## src/rtl/pfpu_ctlif2.sv

```systemverilog
// pfpu_ctlif2: CSR control interface for the PFPU core.
// Owns the run configuration, ISR/IER, busy-safe start and the CSR read mux.
// Define PFPU_CTLIF2_DIAG_EN to build the diagnostic counters, LASTDMA, PC and RUNCYC.
`timescale 1ns/1ps
module pfpu_ctlif2 #(
  parameter logic [4:0]  csr_addr  = 5'h0,
  parameter int unsigned mesh_bits = 7,
  parameter int unsigned page_bits = 2,
  parameter int unsigned cnt_bits  = 14
) (
  input  logic                 sys_clk,
  input  logic                 sys_rst,
  input  logic [14:0]          csr_a,
  input  logic                 csr_we,
  input  logic [31:0]          csr_di,
  output logic [31:0]          csr_do,
  output logic                 irq,
  output logic                 start,
  input  logic                 busy,
  output logic [28:0]          dma_base,
  output logic [mesh_bits-1:0] hmesh_last,
  output logic [mesh_bits-1:0] vmesh_last,
  output logic [6:0]           cr_addr,
  input  logic [31:0]          cr_di,
  output logic [31:0]          cr_do,
  output logic                 cr_w_en,
  output logic [page_bits-1:0] cp_page,
  output logic [8:0]           cp_offset,
  input  logic [31:0]          cp_di,
  output logic [31:0]          cp_do,
  output logic                 cp_w_en,
  input  logic                 vnext,
  input  logic                 err_collision,
  input  logic                 err_stray,
  input  logic [10:0]          pc,
  input  logic [31:0]          wbm_adr_o,
  input  logic                 wbm_ack_i
);

  logic                 sel_c, ctl_acc_c, ctl_wr_c, start_req_c, start_d, done_c;
  logic [3:0]           idx_c;
  logic [1:0]           isr_q, isr_d, ier_q;
  logic                 old_busy_q, start_q, irq_q, cr_sel_q, cp_sel_q;
  logic [28:0]          dma_base_q;
  logic [mesh_bits-1:0] hmesh_q, vmesh_q;
  logic [page_bits-1:0] page_q;
  logic [31:0]          rd_d, rd_q;
  logic [31:0]          vertex_rd, coll_rd, stray_rd, lastdma_rd, pc_rd, runcyc_rd;

  // Address decode and memory passthrough
  assign sel_c       = (csr_a[14:10] == csr_addr);
  assign ctl_acc_c   = sel_c & ~csr_a[9] & ~csr_a[8];
  assign ctl_wr_c    = ctl_acc_c & csr_we;
  assign idx_c       = csr_a[3:0];
  assign start_req_c = ctl_wr_c & (idx_c == 4'h0) & csr_di[0];
  assign start_d     = start_req_c & ~busy;
  assign done_c      = old_busy_q & ~busy;

  assign cp_w_en   = sel_c & csr_a[9] & csr_we;
  assign cr_w_en   = sel_c & ~csr_a[9] & csr_a[8] & csr_we;
  assign cp_offset = csr_a[8:0];
  assign cr_addr   = csr_a[6:0];
  assign cp_do     = csr_di;
  assign cr_do     = csr_di;

`ifdef PFPU_CTLIF2_DIAG_EN
  logic [cnt_bits-1:0] vertex_q, coll_q, stray_q;
  logic [31:0]         runcyc_q, last_dma_q;

  // Saturating event counters and run-cycle counter; a start clear beats an increment
  always_ff @(posedge sys_clk) begin
    if (sys_rst || start_d) begin
      vertex_q <= '0;
      coll_q   <= '0;
      stray_q  <= '0;
      runcyc_q <= '0;
    end else begin
      if (vnext && (vertex_q != '1))       vertex_q <= vertex_q + cnt_bits'(1);
      if (err_collision && (coll_q != '1)) coll_q   <= coll_q + cnt_bits'(1);
      if (err_stray && (stray_q != '1))    stray_q  <= stray_q + cnt_bits'(1);
      if (busy && (runcyc_q != '1))        runcyc_q <= runcyc_q + 32'd1;
    end
  end

  // Last acknowledged DMA address, deliberately left out of reset
  always_ff @(posedge sys_clk) begin
    if (wbm_ack_i) last_dma_q <= wbm_adr_o;
  end

  assign vertex_rd  = 32'(vertex_q);
  assign coll_rd    = 32'(coll_q);
  assign stray_rd   = 32'(stray_q);
  assign lastdma_rd = last_dma_q;
  assign pc_rd      = 32'(pc);
  assign runcyc_rd  = runcyc_q;
`else
  logic unused_diag;
  assign unused_diag = ^{vnext, err_collision, err_stray, pc, wbm_adr_o, wbm_ack_i};
  assign vertex_rd   = '0;
  assign coll_rd     = '0;
  assign stray_rd    = '0;
  assign lastdma_rd  = '0;
  assign pc_rd       = '0;
  assign runcyc_rd   = '0;
`endif

  // Sticky interrupt status: W1C first, then new events so a set wins
  always_comb begin
    isr_d = isr_q;
    if (ctl_wr_c && (idx_c == 4'hA)) isr_d = isr_q & ~csr_di[1:0];
    isr_d = isr_d | {start_req_c & busy, done_c};
  end

  // Control register read mux, registered for one-cycle latency
  always_comb begin
    rd_d = '0;
    if (ctl_acc_c) begin
      case (idx_c)
        4'h0:    rd_d = {31'b0, busy};
        4'h1:    rd_d = {dma_base_q, 3'b000};
        4'h2:    rd_d = 32'(hmesh_q);
        4'h3:    rd_d = 32'(vmesh_q);
        4'h4:    rd_d = 32'(page_q);
        4'h5:    rd_d = vertex_rd;
        4'h6:    rd_d = coll_rd;
        4'h7:    rd_d = stray_rd;
        4'h8:    rd_d = lastdma_rd;
        4'h9:    rd_d = pc_rd;
        4'hA:    rd_d = {30'b0, isr_q};
        4'hB:    rd_d = {30'b0, ier_q};
        4'hC:    rd_d = runcyc_rd;
        default: rd_d = '0;
      endcase
    end
  end

  // Configuration registers, interrupt state, start pulse and read select flags
  always_ff @(posedge sys_clk) begin
    if (sys_rst) begin
      start_q    <= 1'b0;
      irq_q      <= 1'b0;
      old_busy_q <= 1'b0;
      dma_base_q <= '0;
      hmesh_q    <= '0;
      vmesh_q    <= '0;
      page_q     <= '0;
      isr_q      <= 2'b00;
      ier_q      <= 2'b01;
      rd_q       <= '0;
      cr_sel_q   <= 1'b0;
      cp_sel_q   <= 1'b0;
    end else begin
      start_q    <= start_d;
      irq_q      <= |(isr_q & ier_q);
      old_busy_q <= busy;
      isr_q      <= isr_d;
      rd_q       <= rd_d;
      cr_sel_q   <= sel_c & ~csr_a[9] & csr_a[8];
      cp_sel_q   <= sel_c & csr_a[9];
      if (ctl_wr_c) begin
        case (idx_c)
          4'h1:    dma_base_q <= csr_di[31:3];
          4'h2:    hmesh_q    <= csr_di[mesh_bits-1:0];
          4'h3:    vmesh_q    <= csr_di[mesh_bits-1:0];
          4'h4:    page_q     <= csr_di[page_bits-1:0];
          4'hB:    ier_q      <= csr_di[1:0];
          default: ;
        endcase
      end
    end
  end

  assign csr_do     = rd_q | ({32{cr_sel_q}} & cr_di) | ({32{cp_sel_q}} & cp_di);
  assign start      = start_q;
  assign irq        = irq_q;
  assign dma_base   = dma_base_q;
  assign hmesh_last = hmesh_q;
  assign vmesh_last = vmesh_q;
  assign cp_page    = page_q;

endmodule

```

## config.mk

```make
export PLATFORM = sky130hd
export DESIGN_NAME = pfpu_ctlif2
export DESIGN_NICKNAME = d
export VERILOG_FILES = /design/src/rtl/pfpu_ctlif2.sv
export SDC_FILE = /design/constraint.sdc
export NUM_CORES = 1
export LEC_CHECK = 0
export ABC_AREA = 1
export BUFFER_PORTS_ARGS = -buffer_cell sky130_fd_sc_hd__buf_2
export CAP_MARGIN = 20
export CORE_AREA = 2 2 126 128
export CTS_CLUSTER_DIAMETER = 60
export CTS_CLUSTER_SIZE = 14
export DETAILED_ROUTE_END_ITERATION = 16
export DIE_AREA = 0 0 128 130
export PLACE_DENSITY = 0.7
export SKIP_CTS_REPAIR_TIMING = 1
export SYNTH_ARGS = -nofsm -noshare
export SYNTH_HDL_FRONTEND = slang
export SYNTH_SLANG_ARGS = --single-unit
```

## constraint.sdc

```tcl
create_clock -name sys_clk -period 2.4 [get_ports sys_clk]
set_input_delay 0.24 -clock sys_clk [delete_from_list [all_inputs] [get_ports sys_clk]]
set_output_delay 0.24 -clock sys_clk [all_outputs]
set_load 0.1 [all_outputs]
```

# After elaboration in Yosys (flattened, before gate mapping)
# Index checks and enable logic that the tools add are counted.
op_classes:
  n_eq_ne: 6
  muxes: 2
  n_bitwise: 24
  reduce_logical: 10
op_table:
  columns: ["cell", "count"]
  rows:
  - ["one-hot mux 32 bit (7 select lines)", 1]
  - ["bitwise AND 32 bit", 2]
  - ["OR 32 bit", 2]
  - ["bitwise AND 1 bit", 12]
  - ["AND reduction 2 bit", 5]
  - ["== test 4 x 2 -> 1 bit, second input constant", 2]
  - ["== test 4 bit, second input constant", 2]
  - ["zero test 5 bit", 1]
  - ["bitwise AND 2 bit", 2]
  - ["== test 4 x 1 -> 1 bit, second input constant", 1]
  - ["== test 4 x 3 -> 1 bit, second input constant", 1]
  - ["zero test 4 bit", 1]
  - ["NOT 1 bit", 4]
  - ["OR reduction 2 bit", 2]
  - ["2-to-1 mux 2 bit", 1]
  - ["NOT 2 bit", 1]
  - ["OR 2 bit", 1]
  - ["logical AND 1 bit", 1]
word_totals:
  reg_bits: 86
  input_bits: 162
  output_inout_bits: 161
  wordCells: 54

# Longest topological paths before layout
# Gate-level depths: netlist (run 1).
depth:
  word_depth: 8
  ltp_mapped: 9
  mapped_depth_nobuf: 8

# Worst setup path after synthesis (run 1)
# OpenSTA, ideal clock, no wires.
synth_path:
  path_kind: "input port to output port"
  from: "in csr_a[13]"
  to: "out cr_w_en"
  t_arrival_ps: 2005
  required_ps: 2160
  setup_slack_ps: 155
  stages: 5
  n_path_buf: 0
  cell_sequence: "nor2_2 nand3_2 nor2_8 nand2_1 nor2_1"
synth_between:
  elab_chain_cells: 4
synth_rtl:
  columns: ["item", "line_no", "rtl"]
  rows:
  - ["from (decl)", "13", "input logic [14:0] csr_a,"]
  - ["zero test 5 bit", "51", "assign sel_c = (csr_a[14:10] == csr_addr);"]
  - ["bitwise AND 1 bit (3 in a row)", "60", "assign cr_w_en = sel_c & ~csr_a[9] & csr_a[8] & csr_we;"]
  - ["to (decl)", "26", "output logic cr_w_en,"]
# No other way between the ends.

# Final worst setup path (run 1)
layout_path:
  from: "reg cp_sel_q"
  to: "out csr_do[31]"
layout_between:
  elab_chain_cells: 2
layout_rtl:
  columns: ["item", "line_no", "rtl"]
  rows:
  - ["from (decl)", "43", "logic old_busy_q, start_q, irq_q, cr_sel_q, cp_sel_q;"]
  - ["from (signal assigned)", "159", "cp_sel_q <= sel_c & csr_a[9];"]
  - ["bitwise AND 32 bit", "173", "assign csr_do = rd_q | ({32{cr_sel_q}} & cr_di) | ({32{cp_sel_q}} & cp_di);"]
  - ["OR 32 bit", "173", null]
  - ["to (decl)", "16", "output logic [31:0] csr_do,"]
# No other way between the ends.

==> results.md, run 1 <==
* CP Capture Type: output port
* Overall power at 3.697 mW
* GRT Overall Usage at 14.82%
* Final setup vio count at 0
* RR Startpoint: vmesh_last[0]
* Final Max Tran Viols at 0
* Core box area at 15420 sq um
* Critical path endpoint: csr_do[31]
* Reg2reg setup slack at 1.58 ns
* CP Data Required Time at 2.16 ns
* R2R cell count at 4
* # diodes at 0
* Max cap viols at 0
* DIE AREA at 16640 sq um
* Critical path origin: cp_sel_q
* EDFF count, synth at 0
* Critical path startpoint category: flop
* Initial antenna violation count at 0
* Detail Route Antenna Nets at 0
* Most used DFF post-synth: dfxtp_1
* CTS Sinks at 86
* Drt first-iter violations at 179
* Power Dens Cells at 611.4 nW/um^2
* Chip Height at 130 um
* Syn nets at 739
* Via Count at 4200
* Layout cells sized above 1 at 41.05%
* Initial Utilization at 28.29%
* Layout fillers at 1603
* Synth Warn # at 0
* Post-Synthesis Cells at 577
* Core Util, Final at 39.20%
* Largest net degree at the start of global routing at 33
* Total Nets Final at 917
* RSZ-0062 raised after global routing: no
* Achievable clock frequency at 0.4475 GHz
* First-pass GRT wire length at 18970 um
* Leakage power at 3.149 nW
* Register area at 1722 sq um
* Fin Setup TNS at 0 ns
* Crit-path cells: buf_4 > a221o_1 > buf_12
* # DRC at 0
* Max clock buf depth at 2
* Final worst hold slack at 0.1197 ns
* CP max stage cell: dfxtp_1
* CP Max Fanout at 22
* Total Wirelength at 12850 um
* Max incr delay on CP at 0.89 ns
* Ys async rst share at 0%
* Rel. slew slack at 42.10%
* Chip width at 128 um
* Vias per inst at 4.412
* Peak VDD IR at 310.8 uV
* CTS tree: built
* Vias in the first global route at 3716
* Worst path bufs/invs at 2
* Final count of hold timing violations at 0
* Final HPWL DP at 9855 um
* CP Data Arrival Time at 1.99 ns
* Drt wl/cell at 13.49 um
* Critical path type: reg -> out
* Num rows at 46
* Buffers on Ports at 264
* Placer congestion estimate at 0.7981
* Min Tclk post-route at 2.235 ns
* FF+latch count, synth at 86
* Total grt overflow at 0
* Worst min path class: in -> reg
* Seq/Total Area, Yosys at 39.46%
* Stages on the worst setup path at 3
* Final worst clock skew at 0.007386 ns
* H-tree Lvls at 3
* CTS Buf Count at 9
* Mapped cell area at 4363 sq um
* Outcome: complete, no violations
* Clk root buf: clkbuf_16
* Skew-Pair Late Insertion Delay at 0.34 ns
* Final Cycle Share at 93.11%
* R2R Path End: rd_q[0]
* Slew @ Worst Pin at 0.8673 ns
* Synth cell types at 29
* Mapped Avg Cell Area at 7.561 sq um
* DR pass1 iterations at 6
* Layout area overhead at 38.60%
* Worst path top cell family by delay: flip-flops
* Clk pin slew, worst setup/hold paths at 0.07 ns
* Multi-input logic area at 1667 sq um
* Worst Hold Launch: busy
* I/O pin count at 323
[synthesized netlist by cell type, types with 6 or more instances]
cell,count,area (sq um)
nor3_1,19,95.09
nand4_1,9,56.30
buf_6,6,67.56
nand3_1,8,40.04
nand2_1,113,424.2
dfxtp_1,86,1722
clkbuf_1,12,45.04
inv_1,60,225.2
a221o_1,32,320.3
nor2_1,107,401.6
nor3_2,10,100.1
buf_4,80,600.6
[area by class of cell]
cell class                 count  share of cell area (%)
clock inverter                 5                   1.386
inverter                      64                   3.973
sequential                    86                   28.47
clock buffer                  11                   3.849
multi-input combinational    322                   27.56
tap                          192                   3.973
timing repair buffer         272                   30.79
[logic make-up after synthesis]
| group | share of synthesized area [%] |
|---|---|
| DFF | 39.46 |
| AOI/OAI and AO/OA | 9.148 |
| buffers and inverters | 22.60 |
| and+or+nand+nor | 28.79 |
[worst min-delay path by stage]
stage	slack [ns]	to	cells past startpoint
6_report	0.12	start	2
5_1_grt	0.12	start	2
4_1_cts	0.10	start	2
3_5_place_dp	0.45	rd_q[31]	2
3_3_place_gp	0.44	rd_q[9]	2
2_1_floorplan	0.31	cp_sel_q	1
[layer usage]
metal  vias up  GRT usage (%)  share of wire [%]
met3        21          3.567                6.9
met4         0          6.399                2.1
met5         -              0                  0
li1       2117              -                  -
met1      1891          16.79                 41
met2       171          26.68                 50
[layout by cell type (no fill, tap or decap), types with 8 or more instances in the layout]
cell / synthesis / routed
a221o_1: 32 / 32
buf_12: 0 / 32
buf_2: 5 / 232
buf_4: 80 / 8
clkbuf_16: 0 / 9
dfxtp_1: 86 / 86
inv_1: 60 / 59
nand2_1: 113 / 112
nand3_1: 8 / 8
nand4_1: 9 / 9
nor2_1: 107 / 107
nor3_1: 19 / 19
nor3_2: 10 / 10
[power by group]
| group | total [mW] | leakage, nW | switching, mW | internal (mW) |
|---|---|---|---|---|
| sequential | 1.43 | 0.693 | 0.00184 | 1.43 |
| combinational | 0.764 | 2.31 | 0.634 | 0.131 |
| clock | 1.50 | 0.146 | 0.586 | 0.915 |
| total | 3.70 | 3.15 | 1.22 | 2.47 |
[state kept, by name (all words and copies together) (netlist names)]
register    cells
cp_page         2
cp_sel_q        1
cr_sel_q        1
dma_base       29
hmesh_last      7
ier_q           2
irq             1
isr_q           2
old_busy_q      1
rd_q           32
start           1
vmesh_last      7
[per-stage QoR]
| stage | worst slack (ns) | instances | area, sq um |
|---|---|---|---|
| final | 0.1653 | 952 | 6047 |
| after global routing | 0.01410 | 952 | 6047 |
| after CTS | 0.1255 | 952 | 6047 |
| after detailed placement | 0.5142 | 936 | 5731 |
| after global placement | 0.5420 | 936 | 5731 |
| after floorplan | 0.1546 | 577 | 4363 |
Power figures use the tool's default switching activity.
==> run 2, diff against run 1 <==
--- a/config.mk
+++ b/config.mk
@@ -15,3 +15,3 @@
 export DIE_AREA = 0 0 128 130
-export PLACE_DENSITY = 0.7
+export PLACE_DENSITY = 0.67
 export SKIP_CTS_REPAIR_TIMING = 1
==> constraint.sdc (replaced) <==
create_clock -name sys_clk -period 2.4 [get_ports sys_clk]
set_input_delay 0.48 -clock sys_clk [delete_from_list [all_inputs] [get_ports sys_clk]]
set_output_delay 0.48 -clock sys_clk [all_outputs]
set_load 0.1 [all_outputs]
==> run 2 against run 1 <==
Against the previous run:
- total power up 0.77%
- fmax about the same
- setup slack about the same
- combinational power up 0.5%
- largest power group unchanged
- via count about the same
==> results.md, run 2 (synthesis gave the netlist of run 1 again) <==
* CP Data Arrival Time at 1.76 ns
* Buffers on Ports at 264
* I/O pin count at 323
* Peak VDD IR at 337.8 uV
* Combinational group share of total power at 20.6%
* Int Power at 2.504 mW
* Largest net degree at the start of global routing at 34
* GRT Overall Usage at 14.81%
* Fin Setup TNS at 0 ns
* RSZ-0062 raised after global routing: no
* Layout fillers at 1578
* Final setup vio count at 0
* Chip width at 128 um
* Clk pin slew, worst setup/hold paths at 0.06 ns
* CP Max Fanout at 21
* Total Nets Final at 917
* Layout cells sized above 1 at 41.45%
* Overall power at 3.726 mW
* Vias in the first global route at 3757
* Switching Fraction at 32.80%
* Net load switching power at 1.222 mW
* Drt wl/cell at 13.61 um
* Commonest non-fill, non-tap cell in the layout: buf_2
* Initial Utilization at 28.29%
* CTS Sinks at 86
* Clk root buf: clkbuf_16
* Total Wirelength at 12960 um
* Multi-input logic area at 1672 sq um
* # DRC at 0
* Placed cell areas at 5763 sq um
* Core box area at 15420 sq um
* Worst min path class: in -> reg
* Finished layout cell area at 6087 sq um
* Final worst hold slack at 0.3530 ns
* Critical path type: reg -> out
* Register area at 1722 sq um
* Final count of hold timing violations at 0
* Detail Route Antenna Nets at 0
* Biggest register: rd_q
* Final Cycle Share at 93.13%
* Sequential share of power at 38.4%
* H-tree Lvls at 3
* DIE AREA at 16640 sq um
* Drt first-iter violations at 129
* CP Capture Type: output port
* Initial antenna violation count at 0
* Critical path startpoint category: flop
* Vias per inst at 4.410
* Largest register FFs at 32
* Achievable clock frequency at 0.4474 GHz
* CP max stage cell: dfxtp_1
* # diodes at 0
* Final HPWL DP at 10120 um
* Min Tclk post-route at 2.235 ns
* First-pass GRT wire length at 18860 um
* Leakage power at 3.163 nW
* Max clock buf depth at 2
* Max cap viols at 0
* CTS Buf Count at 9
* Power Dens Cells at 612.1 nW/um^2
* CTS tree: built
* Chip Height at 130 um
* Cell mode on critical path: buf_12
* Via Count at 4198
* Total grt overflow at 0
* Layout area overhead at 39.52%
* Placer congestion estimate at 0.8028
* CP Data Required Time at 1.92 ns
* Inst Count DP at 936
* Final worst clock skew at 0.01038 ns
* Rel. slew slack at 54.66%
* Max incr delay on CP at 0.76 ns
* Slew @ Worst Pin at 0.6791 ns
* Num rows at 46
* Clk pwr share at 41.0%
* Final Max Tran Viols at 0
* Outcome: complete, no violations
* Crit-path cells: buf_12 > a221o_1 > buf_12
* Commonest non-fill, non-tap cells in the layout: buf_2, nand2_1, nor2_1
* Skew-Pair Late Insertion Delay at 0.34 ns
* Layout Cells excl Fill at 952
* DR pass1 iterations at 4
[run 2: cell count changes in the layout (fill, tap and decap cells not counted)]
cell,delta
buf_12,+2
buf_2,-1
buf_4,-1
clkbuf_1,-1
clkbuf_8,+1
clkinv_2,+1
clkinv_4,-1
clkinvlp_4,-1
inv_6,+1
nor2_1,-2
nor2_2,+2
[run 2: cell type report]
cell class,count,share of cell area [%]
multi-input combinational,322,27.46
clock inverter,5,1.336
clock buffer,11,3.988
timing repair buffer,272,31.04
inverter,64,3.947
sequential,86,28.28
tap,192,3.947
[run 2: path summary, 6_finish.rpt]
check                     start          to  slack, ns  depth (start not counted)
hold / removal             busy       start       0.35                          2
setup reg to reg  vmesh_last[0]     rd_q[0]       1.58                          4
hold reg to reg      old_busy_q    isr_q[0]       0.46                          2
setup / recovery       cr_sel_q  csr_do[25]       0.16                          3
[run 2: worst max-delay path, delay by kind of cell, from the launching register on]
kind | cells | cell delay, ns
flip-flops | 1 | 0.76
AO/OA/AOI/OAI | 1 | 0.22
buffers and inverters | 2 | 0.43
[run 2: stage by stage]
stage               worst slack [ns]  util [%]
detailed placement            0.3409     37.36
finish                        0.1650     39.46
floorplan                     0.1301         -
global placement              0.4037     37.36
CTS                           0.1006     39.46
global route                 0.04609     39.46
[run 2: per-layer routing]
metal / share of wire (%) / global-route usage (%) / vias up
li1: - / - / 2120
met1: 42 / 17.04 / 1892
met2: 50 / 26.23 / 173
met3: 7.5 / 3.936 / 13
met4: 1.3 / 6.012 / 0
met5: 0 / 0 / -
[run 2: power by group through the flow]
stage	Combinational (mW)	Sequential [mW]	Clock, mW
3_5_place_dp	0.770	1.46	0
2_1_floorplan	0.700	1.47	0
3_3_place_gp	0.766	1.46	0
4_1_cts	0.771	1.43	1.57
6_report	0.768	1.43	1.53
5_1_grt	0.797	1.43	1.62
